File: config.mk
export PLATFORM = sky130hd
export DESIGN_NAME = shift_register_universal
export DESIGN_NICKNAME = d
export VERILOG_FILES = /design/src/rtl/shift_register_universal.sv
export SDC_FILE = /design/constraint.sdc
export NUM_CORES = 1
export LEC_CHECK = 0
export BUFFER_PORTS_ARGS = -buffer_cell sky130_fd_sc_hd__buf_2
export CORE_MARGIN = 5
export CORE_UTILIZATION = 46
export CTS_CLUSTER_DIAMETER = 200
export DETAILED_ROUTE_END_ITERATION = 7
export GPL_TIMING_DRIVEN = 0
export PLACE_DENSITY = 0.78
export SLEW_MARGIN = 25
export SYNTH_ARGS = -nofsm -noshare
export SYNTH_HDL_FRONTEND = slang
export SYNTH_SLANG_ARGS = --single-unit
File: constraint.sdc
create_clock -name clk -period 1.84 [get_ports clk]
set_input_delay 0.368 -clock clk [delete_from_list [all_inputs] [get_ports clk]]
set_output_delay 0.368 -clock clk [all_outputs]
set_load 0.01 [all_outputs]
File: src/rtl/shift_register_universal.sv
// shift_register_universal: WIDTH-bit register with hold, shift right/left,
// parallel load, synchronous active-high reset and a saturating shift counter
// that pulses done once per load/reset epoch when WIDTH shifts have happened.
// Optional feature macro: SHIFT_REG_ROTATE_EN (rotate input selects circular
// shifts). Without it the rotate port is present but has no effect.
// Parameter constraints: WIDTH >= 2, 2**CNT_W - 1 >= WIDTH.
module shift_register_universal #(
    parameter int WIDTH = 8,
    parameter int CNT_W = 4
) (
    input  logic             clk,
    input  logic             rst,
    input  logic [1:0]       mode,
    input  logic [WIDTH-1:0] d,
    input  logic             sin_r,
    input  logic             sin_l,
    input  logic             rotate,
    output logic [WIDTH-1:0] q,
    output logic [WIDTH-1:0] q_not,
    output logic             sout_r,
    output logic             sout_l,
    output logic [CNT_W-1:0] shift_cnt,
    output logic             done
);

    localparam logic [1:0] MODE_HOLD  = 2'b00;
    localparam logic [1:0] MODE_SHR   = 2'b01;
    localparam logic [1:0] MODE_SHL   = 2'b10;
    localparam logic [1:0] MODE_LOAD  = 2'b11;

    localparam logic [CNT_W-1:0] CNT_MAX   = '1;
    localparam logic [CNT_W-1:0] CNT_LAST  = CNT_W'(WIDTH - 1);

    logic [WIDTH-1:0] q_q, q_d;
    logic [CNT_W-1:0] cnt_q, cnt_d;
    logic             done_q, done_d;
    logic             shr_in, shl_in;

`ifdef SHIFT_REG_ROTATE_EN
    // Serial inputs: wrap the outgoing bit back in when rotating.
    always_comb begin
        shr_in = rotate ? q_q[0]       : sin_r;
        shl_in = rotate ? q_q[WIDTH-1] : sin_l;
    end
`else
    logic unused_rotate;
    assign unused_rotate = rotate;

    // Serial inputs: rotation not built, always take the external bits.
    always_comb begin
        shr_in = sin_r;
        shl_in = sin_l;
    end
`endif

    // Next-state: register contents, shift counter and the done pulse.
    always_comb begin
        q_d    = q_q;
        cnt_d  = cnt_q;
        done_d = 1'b0;
        unique case (mode)
            MODE_HOLD: begin
                q_d = q_q;
            end
            MODE_SHR, MODE_SHL: begin
                if (mode == MODE_SHR) begin
                    q_d = {shr_in, q_q[WIDTH-1:1]};
                end else begin
                    q_d = {q_q[WIDTH-2:0], shl_in};
                end
                // Counter only climbs within an epoch, so WIDTH-1 -> WIDTH
                // happens at most once and done cannot re-fire.
                if (cnt_q != CNT_MAX) begin
                    cnt_d = cnt_q + 1'b1;
                end
                done_d = (cnt_q == CNT_LAST);
            end
            MODE_LOAD: begin
                q_d   = d;
                cnt_d = '0;
            end
            default: begin
                q_d = q_q;
            end
        endcase
    end

    // State registers; reset overrides every mode including load.
    always_ff @(posedge clk) begin
        if (rst) begin
            q_q    <= '0;
            cnt_q  <= '0;
            done_q <= 1'b0;
        end else begin
            q_q    <= q_d;
            cnt_q  <= cnt_d;
            done_q <= done_d;
        end
    end

    // q_not is derived, never stored, so it cannot drift from q.
    assign q         = q_q;
    assign q_not     = ~q_q;
    assign sout_r    = q_q[0];
    assign sout_l    = q_q[WIDTH-1];
    assign shift_cnt = cnt_q;
    assign done      = done_q;

endmodule

* After elaboration in Yosys (flattened, before gate mapping)
Index checks and enable logic that the tools add are counted.
Operators by class: reductions and logical operators 5, bitwise operators 2, add/subtract/negate cells 1, equal/unequal tests 6, mux-type cells 4
Operators by type and width (number):
- case mux 8 bit (2 select lines) | 1
- 2-to-1 mux 8 bit | 1
- inverter 8 bit | 1
- case mux 4 bit (2 select lines) | 1
- adder 4 x 1 -> 4 bit, second input constant | 1
- equality test 2 bit, second input constant | 2
- equality test 4 x 3 -> 1 bit, second input constant | 1
- 2-to-1 mux 4 bit | 1
- inequality test 4 bit, second input constant | 1
- OR reduction 2 bit | 2
- equality test 2 x 1 -> 1 bit, second input constant | 1
- zero test 2 bit | 1
- inequality test 2 bit, second input constant | 1
- AND reduction 2 bit | 1
- nonzero test 2 bit | 1
- inverter 1 bit | 1
Storage, ports and cells: logic and storage cells 21, input bits 15, output and inout port bits 23, flip-flop bits (word level) 13

* Depth between registers and ports, before layout
word-level depth 4, mapped depth 6, gate-level depth less buffers 5

* Least setup slack after synthesis
Ideal clock, no wire load.
kind in2reg, start input mode[1], end register cnt_q[3], in the netlist shift_cnt[3], library setup time 0.127 ns, data arrival time 1.332 ns, stages 5, setup slack 0.381 ns, path buffers 0, data required time 1.713 ns, cells stage by stage inv_1 ha_1 nand4_1 nor4bb_1 or3_1
Between the ends: longest elaborated chain between the ends 4, elaborated cells on any way between the ends 8, classes of those cells eq/ne (4); mux (1); reduce/logical (3)
RTL lines:
- start, declared | line 13 | input logic [1:0] mode,
- equality test 2 x 1 -> 1 bit or equality test 2 bit (tied branches) | line 61 | unique case (mode)
- OR reduction 2 bit | line 61
- inequality test 2 bit (no line) or nonzero test 2 bit (tied branches)
- AND reduction 2 bit (no line)
- end signal, assigned | line 96 | cnt_q <= cnt_d;
- end, declared | line 35 | logic [CNT_W-1:0] cnt_q, cnt_d;
Several ways; a longest one is shown, not always the timed one. A chain may end at the register's enable or synchronous reset.

* Worst setup path after layout
start input mode[0], end register cnt_q[3], in the netlist shift_cnt[3]
The elaborated chain is that of the path after synthesis.

==> summary.txt <==
Run status
  • Status: finished clean

Place
  • Placed Cells: 157
  • DP Area: 0.00107 mm^2
  • GPL Wtd Cong: slightly below 0.8
  • Dpl hpwl: 1.63 mm
  • I/O Buffers: 36

Critical path
  • Required time worst endpoint: 1990 ps
  • CP endpoint kind: register
  • Crit path DAT: 1530 ps
  • Crit Path Max Fanout: 6
  • CP Launch Type: input port
  • Reg2reg path depth: 4
  • Critical path class: in -> reg

Routing
  • Via/cell ratio: 5.22
  • Drt drc: 0
  • Final wirelength: 2.09 mm
  • WL per Instance: 13.0 um
  • Starting DRT DRC Count: 11
  • DR pass1 iterations: 4
  • Vias: 841
  • Antenna-violating nets left: 0

Power
  • Internal cell power: 0.469 mW
  • Sw Ratio: 0.299
  • Pwr dens: 612 mW/mm^2
  • Switch Pwr: 0.200 mW
  • Sequential share of power: 0.474
  • Static leakage: 0.481 nW
  • Worst IR drop on VDD: 0.304 mV
  • Clk pwr share: 0.258
  • Logic pwr share: 0.269

Global routing
  • Congestion Overflow GR: 0
  • Largest net degree at the start of global routing: 11
  • First-pass GRT wire length: approximately 3.4 mm
  • Global-route usage over all layers: 0.158
  • Vias in the first global route: a little over 800
  • Initial antenna violation count: 0

Logic synthesis
  • Simple-gate share of the synthesized area: 0.272
  • Post-synthesis mux area share: 0
  • Post-synth cell types: 24
  • Commonest register cell after synthesis: dfxtp_1
  • Main combinational cell family by area after synthesis: simple AND/OR/NAND/NOR gates
  • EDFF count, synth: 0
  • Yosys reg bits: 13
  • Post-synthesis compound-gate area fraction: 0.253
  • Syn Nets: 115
  • Avg Cell Area, Syn: ~8.9 um^2
  • Mapped Area: 856 um^2
  • Register area share after synthesis: 0.304
  • Cells after Synth: 96
  • Post-Synth Adder-Cell Area: 0.0585
  • Synth async-reset ratio: 0
  • Synthesis warning total: 0
  • Xor-xnor portion of the synthesized cell area: 0

Clock tree
  • Num CTS Buffers: 3
  • Clk_lat worst skew: 260 ps
  • Worst-case clock buffer depth: 2
  • Num Clock Sinks: 13
  • Root buf cell: clkbuf_4
  • CTS Hold Bufs: 0
  • Post-CTS sizing: 0
  • Setup repair bufs after CTS: 0
  • Clock-pin slew on the worst setup and hold paths: about 80 ps
  • # H-tree levels: 1
  • CTS tree: built

STA
  • Fin. max-slew vios: 0
  • Final Setup Violations: 0
  • Hold Vio Cnt, Final: 0
  • Maximum clock frequency: 724 MHz
  • Final period util: 0.751
  • Fin Clk Skew: 3.22 ps
  • TNS Setup: 0 ps
  • Measured slew at the worst slew-check pin: 382 ps
  • Final min period: 1380 ps
  • RSZ-0062 raised after global routing: no
  • Relative slew slack: 0.745

Worst hold path
  • Hold path cells: 2
  • Hold Path Class: in -> reg

Cells and area
  • Seq. cell area: between 200 and 300 um^2
  • Fraction of layout cells with a size suffix above 1: 0.397
  • Fill count: 176
  • Core Util, Final: 0.627
  • Multi-input gate area: 499 um^2
  • # diodes: 0
  • Non-filler cells, final: 161
  • Non-Filler Cell Area, Final: 0.00109 mm^2
  • Final nets: 156
  • Layout Area Growth over Synthesis: 27.8%

Floorplanning
  • Ports: 38
  • Core box area: ~0.0017 mm^2
  • Number of core rows: 15
  • DIE WIDTH: 53.1 um
  • Die H: 53.1 um
  • DIE AREA: 0.00282 mm^2
  • Initial cell density of the core: 0.490

Job
  • # Max-Cap Violations: 0
[cell usage after synthesis (all sizes together) (2+ instances only)]
cell,n,area (um^2)
nor2b,17,106
dfxtp,13,260
inv,10,37.5
nand2,9,33.8
a211oi,8,60.1
o32ai,8,130
buf,7,55.1
ha,4,50.1
a21oi,2,10.0
nand3b,2,15.0
nand4,2,12.5
nor2,2,7.51
o21ai,2,10.0
or3,2,12.5
[final timing paths]
path,startpoint,to,slack [ps]
worst min register to register,shift_cnt[3]$_SDFFE_PP0P_,done$_SDFF_PP0_,530
worst max register to register,shift_cnt[0]$_SDFFE_PP0P_,shift_cnt[3]$_SDFFE_PP0P_,590
worst min-delay path,rst,shift_cnt[2]$_SDFFE_PP0P_,340
worst max-delay path,mode[0],shift_cnt[3]$_SDFFE_PP0P_,460
[cells in the final DEF, fill, tap and decap left out]
cell type,count
a31oi_1,1
nor2b_1,17
and4_1,1
nand3b_1,2
nand3_1,1
or3_1,2
nand4_1,2
a211oi_1,8
o32ai_2,8
nor4bb_1,1
a21oi_1,2
inv_1,10
nand2_1,9
buf_4,3
dfxtp_1,13
buf_6,2
nor2_1,2
nor4b_1,1
ha_1,4
nor4_1,1
clkbuf_4,3
buf_2,38
clkbuf_1,2
o21ai_0,2
or2_1,1
[power by group through the flow]
stage	logic [mW]	registers [mW]	clock network [mW]
6_report	0.180	0.317	0.173
5_1_grt	0.198	0.321	0.196
4_1_cts	0.182	0.317	0.177
3_5_place_dp	0.181	0.323	0
3_3_place_gp	0.177	0.322	0
2_1_floorplan	0.109	0.328	0
[cells by family (layout without fill, tap and decap cells)]
logic type,count (synthesis),in the layout
DFF,13,13
AOI/OAI and AO/OA,21,21
buffers and inverters,18,58
adders and majority gates,4,4
and+or+nand+nor,40,40
[area by class of cell]
class,count,area share
clock buffers,4,0.0240
plain buffers,8,0.0538
flip-flops and latches,13,0.238
repair buffers,36,0.165
inverters,10,0.0343
multi-input cells,65,0.457
well taps,25,0.0286
[layer usage]
| layer | share of wire | vias up | track usage |
|---|---|---|---|
| met4 | 0.0081 | 0 | 0.0511 |
| met1 | 0.43 | 399 | 0.181 |
| li1 | - | 420 | - |
| met2 | 0.52 | 20 | 0.293 |
| met5 | 0 | - | 0 |
| met3 | 0.045 | 2 | 0.0254 |
[sequential cells by signal, summed over array words and instances (netlist names)]
name / count
done: 1
q: 8
shift_cnt: 4
[metrics by stage]
step	total power [mW]	setup WS, ps	hold slack (ps)
finish	0.670	458	337
detailed placement	0.505	178	515
floorplan	0.437	381	437
CTS	0.676	455	330
global route	0.714	397	353
global placement	0.499	207	501
[critical path, cell delays in order]
cell,delay [ps]
buf_2,110
inv_1,40
ha_1,350
nand4_1,140
nor4bb_1,160
or3_1,360
(Power assumes the default switching activity.)
